<file path="src/rtl/nmux_rr_feeder_pkg.sv">
// Shared sizes, FSM encoding and index helper for the NMux round-robin feeder.
package nmux_rr_feeder_pkg;

  localparam int unsigned N     = 5;
  localparam int unsigned W     = 8;
  localparam int unsigned SEL_W = $clog2(N);

  typedef enum logic {
    IDLE  = 1'b0,
    GRANT = 1'b1
  } state_t;

  // Channel index following i, wrapping N-1 back to 0.
  function automatic logic [SEL_W-1:0] next_idx(input logic [SEL_W-1:0] i);
    return (i == SEL_W'(N - 1)) ? '0 : i + SEL_W'(1);
  endfunction

endpackage

</file>
<file path="src/rtl/nmux_rr_feeder_if.sv">
// Source-side and NMux-side signal bundle of the round-robin feeder.
interface nmux_rr_feeder_if;
  import nmux_rr_feeder_pkg::*;

  logic [N-1:0]     io_in_valid;
  logic [N-1:0]     io_in_ready;
  logic [N*W-1:0]   io_in_data;
  logic [N*W-1:0]   io_Dvect;
  logic [SEL_W-1:0] io_sel;
  logic             io_out_valid;
  logic             io_out_ready;

  modport slave (
    input  io_in_valid, io_in_data, io_out_ready,
    output io_in_ready, io_Dvect, io_sel, io_out_valid
  );

  modport master (
    output io_in_valid, io_in_data, io_out_ready,
    input  io_in_ready, io_Dvect, io_sel, io_out_valid
  );

endinterface

</file>
<file path="src/rtl/nmux_rr_feeder_pick.sv">
// Rotating-priority encoder: first set bit of mask searching from ptr upward with wrap.
module nmux_rr_feeder_pick
  import nmux_rr_feeder_pkg::*;
(
  input  logic [N-1:0]     mask,
  input  logic [SEL_W-1:0] ptr,
  output logic             found,
  output logic [SEL_W-1:0] idx
);

  always_comb begin
    logic [SEL_W:0] j;
    found = 1'b0;
    idx   = '0;
    j     = '0;
    for (int unsigned i = 0; i < N; i++) begin
      j = {1'b0, ptr} + (SEL_W + 1)'(i);
      if (j >= (SEL_W + 1)'(N)) begin
        j = j - (SEL_W + 1)'(N);
      end
      if (!found && mask[j[SEL_W-1:0]]) begin
        found = 1'b1;
        idx   = j[SEL_W-1:0];
      end
    end
  end

endmodule

</file>
<file path="src/rtl/nmux_rr_feeder.sv">
// One-byte buffer per source channel with round-robin grant onto the NMux select.
module nmux_rr_feeder
  import nmux_rr_feeder_pkg::*;
(
  input  logic              clk,
  input  logic              reset_n,
  nmux_rr_feeder_if.slave   bus
);

  state_t           state_q, state_d;
  logic [SEL_W-1:0] sel_q, sel_d;
  logic [SEL_W-1:0] ptr_q, ptr_d;
  logic [N-1:0]     full_vec;
  logic [N-1:0]     nxt_mask;
  logic             hs;
  logic             out_valid;
  logic             idle_found, nxt_found;
  logic [SEL_W-1:0] idle_idx, nxt_idx, sel_succ;

  assign hs       = (state_q == GRANT) && bus.io_out_ready;
  assign sel_succ = next_idx(sel_q);
  assign nxt_mask = full_vec & ~(N'(1) << sel_q);

  for (genvar k = 0; k < N; k++) begin : g_slot
    logic          full_q, full_d;
    logic [W-1:0]  data_q, data_d;
    logic          accept, drain;

    // Granted slot is always full, so accept and drain never coincide.
    assign accept = bus.io_in_valid[k] && !full_q;
    assign drain  = hs && (sel_q == SEL_W'(k));

    always_comb begin
      full_d = full_q;
      data_d = data_q;
      if (accept) begin
        full_d = 1'b1;
        data_d = bus.io_in_data[k*W +: W];
      end else if (drain) begin
        full_d = 1'b0;
      end
    end

    always_ff @(posedge clk or negedge reset_n) begin
      if (!reset_n) begin
        full_q <= 1'b0;
        data_q <= '0;
      end else begin
        full_q <= full_d;
        data_q <= data_d;
      end
    end

    assign full_vec[k]              = full_q;
    assign bus.io_in_ready[k]       = ~full_q;
    assign bus.io_Dvect[k*W +: W]   = data_q;
  end

  nmux_rr_feeder_pick u_pick_idle (
    .mask  (full_vec),
    .ptr   (ptr_q),
    .found (idle_found),
    .idx   (idle_idx)
  );

  nmux_rr_feeder_pick u_pick_next (
    .mask  (nxt_mask),
    .ptr   (sel_succ),
    .found (nxt_found),
    .idx   (nxt_idx)
  );

  always_ff @(posedge clk or negedge reset_n) begin
    if (!reset_n) begin
      state_q <= IDLE;
      sel_q   <= '0;
      ptr_q   <= '0;
    end else begin
      state_q <= state_d;
      sel_q   <= sel_d;
      ptr_q   <= ptr_d;
    end
  end

  // Back-to-back grants use only buffers that were full before this edge.
  always_comb begin
    state_d = state_q;
    sel_d   = sel_q;
    ptr_d   = ptr_q;
    unique case (state_q)
      IDLE: begin
        if (idle_found) begin
          sel_d   = idle_idx;
          state_d = GRANT;
        end
      end
      GRANT: begin
        if (bus.io_out_ready) begin
          ptr_d = sel_succ;
          if (nxt_found) begin
            sel_d = nxt_idx;
          end else begin
            state_d = IDLE;
          end
        end
      end
      default: state_d = IDLE;
    endcase
  end

  always_comb begin
    out_valid = 1'b0;
    if (state_q == GRANT) begin
      out_valid = 1'b1;
    end
  end

  assign bus.io_out_valid = out_valid;
  assign bus.io_sel       = sel_q;

endmodule
</file>
<file path="src/flat_wrapper.sv">
// flat-port wrapper written by rule: the top's interface ports become plain ports
module nmux_rr_feeder_flat import nmux_rr_feeder_pkg::*;
  (clk, reset_n, bus_io_in_valid, bus_io_in_data, bus_io_out_ready, bus_io_in_ready, bus_io_Dvect, bus_io_sel, bus_io_out_valid);
  nmux_rr_feeder_if bus_i ();
  input  logic clk;
  input  logic reset_n;
  input wire logic [$bits(bus_i.io_in_valid)-1:0] bus_io_in_valid;
  input wire logic [$bits(bus_i.io_in_data)-1:0] bus_io_in_data;
  input wire logic [$bits(bus_i.io_out_ready)-1:0] bus_io_out_ready;
  output wire logic [$bits(bus_i.io_in_ready)-1:0] bus_io_in_ready;
  output wire logic [$bits(bus_i.io_Dvect)-1:0] bus_io_Dvect;
  output wire logic [$bits(bus_i.io_sel)-1:0] bus_io_sel;
  output wire logic [$bits(bus_i.io_out_valid)-1:0] bus_io_out_valid;
  assign bus_i.io_in_valid = bus_io_in_valid;
  assign bus_i.io_in_data = bus_io_in_data;
  assign bus_i.io_out_ready = bus_io_out_ready;
  assign bus_io_in_ready = bus_i.io_in_ready;
  assign bus_io_Dvect = bus_i.io_Dvect;
  assign bus_io_sel = bus_i.io_sel;
  assign bus_io_out_valid = bus_i.io_out_valid;
  nmux_rr_feeder u_core (.clk(clk), .reset_n(reset_n), .bus(bus_i));
endmodule
</file>
<file path="config.mk">
export PLATFORM = sky130hd
export DESIGN_NAME = nmux_rr_feeder_flat
export DESIGN_NICKNAME = d
export VERILOG_FILES = /design/src/rtl/nmux_rr_feeder_pkg.sv /design/src/rtl/nmux_rr_feeder_if.sv /design/src/rtl/nmux_rr_feeder_pick.sv /design/src/rtl/nmux_rr_feeder.sv /design/src/flat_wrapper.sv
export SDC_FILE = /design/constraint.sdc
export NUM_CORES = 1
export LEC_CHECK = 0
export ABC_CLOCK_PERIOD_IN_PS = 4100
export CORE_MARGIN = 8
export CORE_UTILIZATION = 52
export CTS_CLUSTER_DIAMETER = 30
export DETAILED_ROUTE_END_ITERATION = 12
export HOLD_SLACK_MARGIN = 0.06
export PLACE_DENSITY = 0.82
export SYNTH_ARGS = -nofsm -noshare
export SYNTH_HDL_FRONTEND = slang
export SYNTH_HIERARCHICAL = 1
export SYNTH_SLANG_ARGS = --single-unit
</file>
<file path="constraint.sdc">
create_clock -name clk -period 4.1 [get_ports clk]
set_input_delay 0.82 -clock clk [delete_from_list [all_inputs] [get_ports clk]]
set_output_delay 0.82 -clock clk [all_outputs]
set_load 0.02 [all_outputs]
</file>
Yosys cells after proc, flatten, opt, wreduce, memory -nomap -nowiden
Cells that the tools add are included.
Widths: inputs -> output; s select.

cells by class
  $add $sub $neg = 19
  $lt $le $gt $ge = 20
  equality and inequality tests = 7
  shifts and indexed selects = 1
  mux-type cells = 70
  bitwise logic cells = 8
  reductions and logical operators = 40

operators with widths
  operator             number
  $mux 3               24
  $lt 3x4->1 const B   10
  $mux 1               34
  $ge 4x3->1 const B   8
  $bmux 1 s3           10
  $sub 3x3->3 const B  10
  $logic_and 1x1->1    19
  $add 3x2->4 const B  4
  $logic_not 1->1      13
  $reduce_bool 2->1    5
  $add 3x1->4 const B  2
  $add 3x3->4 const B  2
  $eq 3x2->1 const B   2
  $ge 3x3->1 const B   2
  $not 1->1            6
  $pmux 3 s2           1
  $and 5x5->5          1
  $not 5->5            1
  $shl 1x3->5 const A  1
  $ne 2x2->1 const B   2
  $add 3x1->3 const B  1
  $eq 3x1->1 const B   1
  $eq 3x3->1 const B   1
  $logic_not 3->1      1
  other kinds (4)      4

storage, ports and cells
  register bits after elaboration = 52
  input port bits = 48
  word-level logic and storage cells = 178

Logic depth before layout (Yosys ltp)
Gate-level depths: netlist of the first run.

  depth in word-level cells = 22
  mapped depth = 17
  depth with buffers taken out = 16

Hierarchy
Netlist of the first run, hierarchy kept.

by module, submodules not included
  module               instances  cells each  area each (µm²)  seq. area each (µm²)
  nmux_rr_feeder_pick  2          135         1094.8           0.0
  nmux_rr_feeder       1          144         2125.8           1301.2

Worst setup path after synthesis of the first run
OpenSTA, ideal clock, no wires.

  path type = reg-to-reg
  start = register u_core.sel_q[0], in the netlist u_core/bus.io_sel[0]
  end = register u_core.sel_q[1], in the netlist u_core/bus.io_sel[1]
  arrival = 3731 ps
  path slack = 286 ps
  cell stages (with the launch flop) = 16
  buffers on the path = 1
  period minus slack after synthesis = 3814 ps
  cell sequence = dfrtp_1 > ha_1 > ha_1 > a21oi_1 > buf_6 > inv_1 > ha_1 > a21oi_2 > mux2i_2 > mux2i_1 > nor3b_4 > or3_1 > nor4b_4 > a311o_1 > o22ai_1 > a31oi_1

on the way
  longest elaborated chain between the ends = 22
  elaborated cells on any way between the ends = 58
  classes of those cells = 10 x add/sub; 5 x order compare; 2 x eq/ne; 1 x shift; 29 x mux; 2 x bitwise; 9 x reduce/logical

ends and longest elaborated chain
  what                                                                  line                       text
  from (decl)                                                           nmux_rr_feeder.sv:11       logic [SEL_W-1:0] sel_q, sel_d;
  from (signal assigned)                                                nmux_rr_feeder.sv:80       sel_q <= sel_d;
  $add 3x1->3 / $eq 3x3->1 (equally long branches)                      nmux_rr_feeder_pkg.sv:15   return (i == SEL_W'(N - 1)) ? '0 : i + SEL_W'(1);
  $mux 3 *                                                              nmux_rr_feeder_pkg.sv:15
  via u_core.sel_succ[2]                                                nmux_rr_feeder.sv:18       logic [SEL_W-1:0] idle_idx, nxt_idx, sel_succ;
  parallel branches: the longest is 16 deep, another holds $add 3x1->4  --
  $mux 3 *                                                              nmux_rr_feeder_pick.sv:21  if (!found && mask[j[SEL_W-1:0]]) begin
  via u_core.nxt_idx[1]                                                 nmux_rr_feeder.sv:18
  $mux 3 *                                                              nmux_rr_feeder.sv:100      if (nxt_found) begin
  $mux 3 *                                                              nmux_rr_feeder.sv:98       if (bus.io_out_ready) begin
  $pmux 3 s2 *                                                          nmux_rr_feeder.sv:90       unique case (state_q)

Mark *: on every way through the listed nets, which the timed path passes. The select of a mux whose other input is x is not followed.
A chain may end at the register's enable or synchronous reset.

Worst setup path after layout of the first run
Ends and elaborated chain as after synthesis.

==> summary.md, run 1 <==
| Metric | Value |
|---|---|
| Worst-skew pair later-pin latency | 0.30 ns |
| Routed vias | 3646 |
| Syn Nets | 485 |
| Largest net degree at the start of global routing | 40 |
| Clock sinks | 52 |
| Worst rel slew slack | 48.0% |
| Fin crit period | just under 4 ns |
| Post-route cell area | 0.00542 sq mm |
| Number of max-slew violations in the final report | 0 |
| First-pass DRT Iterations | 5 |
| Critical Path RT | 4.33 ns |
| WL per Instance | 19.6 um |
| Final #Nets | 577 |
| Final setup viols | 0 |
| Layout cell share with drive strength beyond 1 | between 20% and 30% |
| Routability Congestion | about 0.97 |
| DR vias/cell | 5.96 |
| Vias in the first global route | about 3700 |
| Ant. Diodes | 0 |
| Clock root buffer | clkbuf_8 |
| Fill count | 619 |
| CTS tree | yes |
| Routed Antenna Nets | 0 |
| Clock slew seen by the registers of the worst setup and hold paths | 0.10 ns |
| Placed Instance Area | between 0.005 and 0.006 sq mm |
| Post-synth EDFFs | 0 |
| Dominant synthesized flop cell | dfrtp_1 |
| DRT Wirelength | 12000 um |
| Synthesis Warnings | 6 |
| H-tree depth | 2 |
| DRC viols | 0 |
| Total CTS buffers | 5 |
| Cell count after synthesis | between 400 and 500 |
| Io pins | 97 |
| Hold Violations, Final | 0 |
| Worst-path fanout max | 5 |
| Crit path DAT | 4.11 ns |
| Util after Layout | 66.7% |
| GR Overflow Total | 0 |
| Initial antenna violation count | 0 |
| Register area | 0.00130 sq mm |
| Status | finished clean |
| Post-detail-place hpwl | around 9500 um |
| Row cnt | 33 |
| Achievable Freq | 0.258 GHz |
| Chip height | 107 um |
| Starting density of the core | ~53% |
| Async SR Flop Fraction | 100% |
| Layout area overhead | 25.7% |
| Starting DRC count in detailed routing | 182 |
| Die Wd | roughly 110 um |
| Register area share after synthesis | between 30 and 40% |
| Commonest cells after routing, fill and taps aside | clkdlybuf4s50_1, dfrtp_1, mux2_2 |
| Synth unique cells | 70 |
| Max-cap violations | 0 |
| Avg Inst Size Synth | 10.4 sq um |
| Most common cell after layout, fill and taps aside | clkdlybuf4s50_1 |
| Crit end category | flop |
| Mapped Area | 0.00432 sq mm |
| Final Skew | 0.00531 ns |
| Clock buffer depth | 2 |
| Hold crit path type | in2async |
| PortBufs | 96 |
| Post-route clock period utilization | 94.6% |
| Synth Register Bits | 52 |
| Startpoint Class | flop |
| First-pass GRT wire length | 19500 um |
| Worst Tran Pin Value | 0.778 ns |
| Overall Global Routing Usage | 21.1% |
| Die area | between 0.01 and 0.015 sq mm |
| Multi-input gate area | about 0.0028 sq mm |
| Setup CP Type | reg2reg |
| Core Region | 0.00813 sq mm |
==> worst max-delay path, cell delays in order, from the launching register on <==
cell     delay [ns]
dfrtp_2        0.45
ha_1           0.21
ha_1           0.28
a21oi_1        0.32
inv_1          0.15
ha_1           0.36
a21oi_2        0.22
mux2i_2        0.35
mux2i_2        0.31
nor3b_4        0.10
or3_1          0.42
nor4b_4        0.28
a311o_1        0.15
o22ai_1        0.06
a31oi_1        0.14
==> state kept, by name, summed over array words and instances (netlist names) <==
| register | count |
|---|---|
| u_core/ptr_q | 3 |
| u_core/g_slot.full_q | 5 |
| u_core/state_q | 1 |
| u_core/bus.io_sel | 3 |
| u_core/g_slot.data_q | 40 |
==> synthesized netlist by cell type (10+ instances only) <==
master    number  share of area (%)
a211oi_1      10                1.7
nor3_1        12                1.4
o21ai_0       15                1.7
nor2_1        17                1.5
nand2_1       17                1.5
a21oi_1       18                2.1
dfrtp_1       52                 30
mux2_2        45                 12
xnor2_1       14                2.8
inv_1         22                1.9
ha_1          21                6.1
mux2i_1       14                3.2
==> logic make-up (layout without fill, tap and decap cells) <==
kind of cell	count (synthesis)	after routing	share of synthesized area, %
buffers and inverters	43	136	5.83
adders and majority gates	23	23	7.02
xor gates and xnor gates	14	14	2.84
AOI/OAI and AO/OA	106	106	19.3
muxes	63	63	16.1
and+or+nand+nor	113	113	18.7
DFF	52	52	30.2
==> per-layer routing <==
layer / track usage, % / share of wire, % / up-vias
met3: 8.94 / 11 / 11
met2: 32.9 / 46 / 135
met4: 5.43 / 1.1 / 0
met1: 26.2 / 42 / 1783
met5: 0 / 0 / -
li1: - / - / 1717
==> final timing paths <==
kind                                                         from                                endpoint  slack [ns]  depth (start not counted)
setup / recovery                 u_core/bus.io_sel[0]$_DFFE_PN0P_        u_core/bus.io_sel[1]$_DFFE_PN0P_        0.22                         14
hold / removal                                            reset_n  u_core/g_slot[4].data_q[6]$_DFFE_PN0P_        0.38                          1
setup reg to reg                 u_core/bus.io_sel[0]$_DFFE_PN0P_        u_core/bus.io_sel[1]$_DFFE_PN0P_        0.22                         14
hold reg to reg            u_core/g_slot[3].data_q[1]$_DFFE_PN0P_  u_core/g_slot[3].data_q[1]$_DFFE_PN0P_        0.51                          1
max in group asynchronous                                 reset_n        u_core/bus.io_sel[0]$_DFFE_PN0P_        2.89                          2
min in group clk           u_core/g_slot[3].data_q[1]$_DFFE_PN0P_  u_core/g_slot[3].data_q[1]$_DFFE_PN0P_        0.51                          1
==> metrics by stage <==
stage                     setup WS [ns]  std cells  TNS [ns]  hold WS [ns]
final                             0.223        612         0         0.383
after global routing           -0.00373        612  -0.00373         0.396
after CTS                         0.207        611         0         0.387
after detailed placement          0.233        603         0         0.496
after global placement            0.377        603         0         0.489
after floorplan                   0.286        414         0         0.524
==> final cells by class <==
| cell class | count | area share [%] |
|---|---|---|
| Clock buffer | 6 | 1.34 |
| Clock inverter | 2 | 0.715 |
| Inverter | 26 | 1.89 |
| Multi-Input combinational cell | 319 | 51.2 |
| Sequential cell | 52 | 24.0 |
| Tap cell | 105 | 2.42 |
| Timing Repair Buffer | 102 | 18.5 |
==> repair_timing <==
action | CTS | global route
hold endpoints to repair | 0 | 0
buffers inserted | 0 | 1
hold buffers | 0 | 0
gates resized for setup | 0 | 3
setup endpoints to repair | 0 | 3
Power of run 1 is left out: the tool's default activity adds up to more than one toggle a clock period on the data nets, which glitch-free logic cannot reach.
==> run 2: changes to the inputs <==
ABC_CLOCK_PERIOD_IN_PS = 3600   (was 4100)
clock period = 3.6 ns   (was 4.1 ns; I/O delays follow)
==> summary.md, run 2 (synthesis results as in run 1) <==
| Metric | Value |
|---|---|
| RSZ-0062 raised after global routing | yes |
| Io pins | 97 (unchanged) |
| Fill count | 511 (-17%) |
| WL per Instance | 20.3 um (+3.2%) |
| Layout cell share with drive strength beyond 1 | 29.5% (+9.2 points) |
| Worst-skew pair later-pin latency | 0.30 ns (about the same) |
| Chip height | 107 um (unchanged) |
| CP Buf/Inv Count | 2 (+1) |
| Largest net degree at the start of global routing | 38 (-5.0%) |
| Placed Cells | 620 (+2.8%) |
| Overall Global Routing Usage | 21.6% (+0.47 points) |
| DP Worst Slack | -0.0271 ns (-0.260 ns) |
| Worst rel slew slack | 44.0% (-4.1 points) |
| Die Wd | 107 um (unchanged) |
| Fin crit period | 3.57 ns (-0.303 ns) |
| Final Skew | 0.00600 ns (+0.000687 ns) |
| Layout area overhead | 35.0% |
| Number of max-slew violations in the final report | 0 (unchanged) |
| DRT Wirelength | 13000 um (+8.1%) |
| Clock buffer depth | 2 (unchanged) |
| Initial antenna violation count | 0 (unchanged) |
| Clock sinks | 52 (unchanged) |
| Crit path DAT | 3.80 ns (-0.31 ns) |
| Starting density of the core | 53.1% (unchanged) |
| Hold Slack | 0.499 ns (+0.116 ns) |
| Starting DRC count in detailed routing | 328 (+80%) |
| DRC viols | 0 (unchanged) |
| Crit-path max cell delay | 0.42 ns (-0.03 ns) |
| Die area | 0.0115 sq mm (unchanged) |
| Most common cell after layout, fill and taps aside | clkdlybuf4s50_1 |
| DR vias/cell | 6.09 (+2.2%) |
| Critical Path RT | 3.82 ns (-0.51 ns) |
| Status | finished clean |
| Util after Layout | 71.6% (+4.9 points) |
| Ant. Diodes | 0 (unchanged) |
| Core Region | 0.00813 sq mm (unchanged) |
| Worst Tran Pin Value | 0.839 ns (+0.0607 ns) |
| PortBufs | 96 (unchanged) |
| Hold_buf cts | 0 (unchanged) |
| GR Overflow Total | 0 (unchanged) |
| CTS tree | yes |
| Row cnt | 33 (unchanged) |
| Worst-path fanout max | 6 (+1) |
| Fin worst setup slack | 0.0260 ns (-0.197 ns) |
| Total CTS buffers | 5 (unchanged) |
| Final Non-Filler Cells | 641 (+4.7%) |
| Routed Antenna Nets | 0 (unchanged) |
| Max-cap violations | 0 (unchanged) |
| Reg with most FFs | u_core/g_slot.data_q |
| Hold Violations, Final | 0 (unchanged) |
| Crit end category | flop |
| Largest register FFs | 40 (unchanged) |
| First-pass GRT wire length | 20200 um (+3.4%) |
| H-tree depth | 2 (unchanged) |
| Final #Nets | 606 (+5.0%) |
| Vias in the first global route | 3960 (+6.5%) |
| Clock slew seen by the registers of the worst setup and hold paths | 0.10 ns (about the same) |
| Post-route clock period utilization | 99.3% (+4.7 points) |
| Clock root buffer | clkbuf_8 |
| Routed vias | 3903 (+7.0%) |
| Family with the most delay on the worst path | simple AND/OR/NAND/NOR gates |
| Largest regs | u_core/g_slot.data_q (40), u_core/g_slot.full_q (5) |
| Setup CP Type | reg2reg |
| First-pass DRT Iterations | 5 (unchanged) |
| Post-detail-place hpwl | 9700 um (+2.2%) |
| Routability Congestion | 0.956 (-1.6%) |
| Achievable Freq | 0.280 GHz (+8.5%) |
| Critical path, cell by cell | inv_2 -> ha_4 -> nand2_4 -> and2_4 -> ha_4 -> inv_1 -> fa_2 -> a21oi_2 -> mux2i_2 -> mux2i_2 -> nor3b_4 -> or3_4 -> nor4b_4 -> a311o_1 -> o22ai_1 -> a31oi_1 |
| Commonest cells after routing, fill and taps aside | clkdlybuf4s50_1, dfrtp_1, mux2_2 |
| CP max-delay cell | dfrtp_2 |
| Startpoint Class | flop |
| Hold crit path type | in2async |
| Final setup viols | 0 (unchanged) |
==> run 2: through the flow <==
| stage | area (sq um) | setup TNS (ns) |
|---|---|---|
| 2_1_floorplan | 4360 | 0 |
| 3_3_place_gp | 5460 | 0 |
| 3_5_place_dp | 5460 | -0.0271 |
| 4_1_cts | 5650 | -0.00749 |
| 5_1_grt | 5820 | -0.281 |
| 6_report | 5820 | 0 |
==> run 2: cell type report <==
cell class                      instances  area, sq um  area share [%]
Timing Repair Buffer                  131         1220            20.9
Clock inverter                          3         46.3           0.795
Sequential cell                        52         1310            22.4
Tap cell                              105          131            2.26
Multi-Input combinational cell        319         2950            50.6
Clock buffer                            5         68.8            1.18
Inverter                               26          108            1.85
==> run 2: path summary, 6_finish.rpt <==
path                                                          end  cells after the start  slack [ns]                              startpoint
setup reg to reg                 u_core/bus.io_sel[1]$_DFFE_PN0P_                     16        0.03        u_core/bus.io_sel[1]$_DFFE_PN0P_
max in group asynchronous  u_core/g_slot[0].data_q[1]$_DFFE_PN0P_                      2        2.37                                 reset_n
hold reg to reg            u_core/g_slot[2].data_q[2]$_DFFE_PN0P_                      1        0.52  u_core/g_slot[2].data_q[2]$_DFFE_PN0P_
min in group clk           u_core/g_slot[2].data_q[2]$_DFFE_PN0P_                      1        0.52  u_core/g_slot[2].data_q[2]$_DFFE_PN0P_
hold / removal             u_core/g_slot[4].data_q[2]$_DFFE_PN0P_                      1        0.50                                 reset_n
setup / recovery                 u_core/bus.io_sel[1]$_DFFE_PN0P_                     16        0.03        u_core/bus.io_sel[1]$_DFFE_PN0P_
==> run 2: repair_timing <==
item                                    CTS  global route
endpoints found under the setup margin    2             3
pin swaps                                 2            12
resized for setup                         3            25
buffers inserted                          7             6
cloned                                    0             0
==> run 2: layer usage <==
metal  vias up  share of wire (%)  global-route usage [%]  routed length [um]
met5         -                  0                       0                   0
met4         0                2.3                    6.93                 302
met3        31                 11                    7.80                1440
met2       193                 48                    35.3                6210
met1      1896                 39                    25.7                5030
li1       1783                  -                       -                   -
Power of run 2 is left out for the same reason.
==> run 3: changes to the inputs <==
SLEW_MARGIN = 20   (was not set)
==> results of run 3 <==
Same layout as run 2: the final DEF is identical, and so are final timing and power.
Power of run 3 is left out for the same reason.
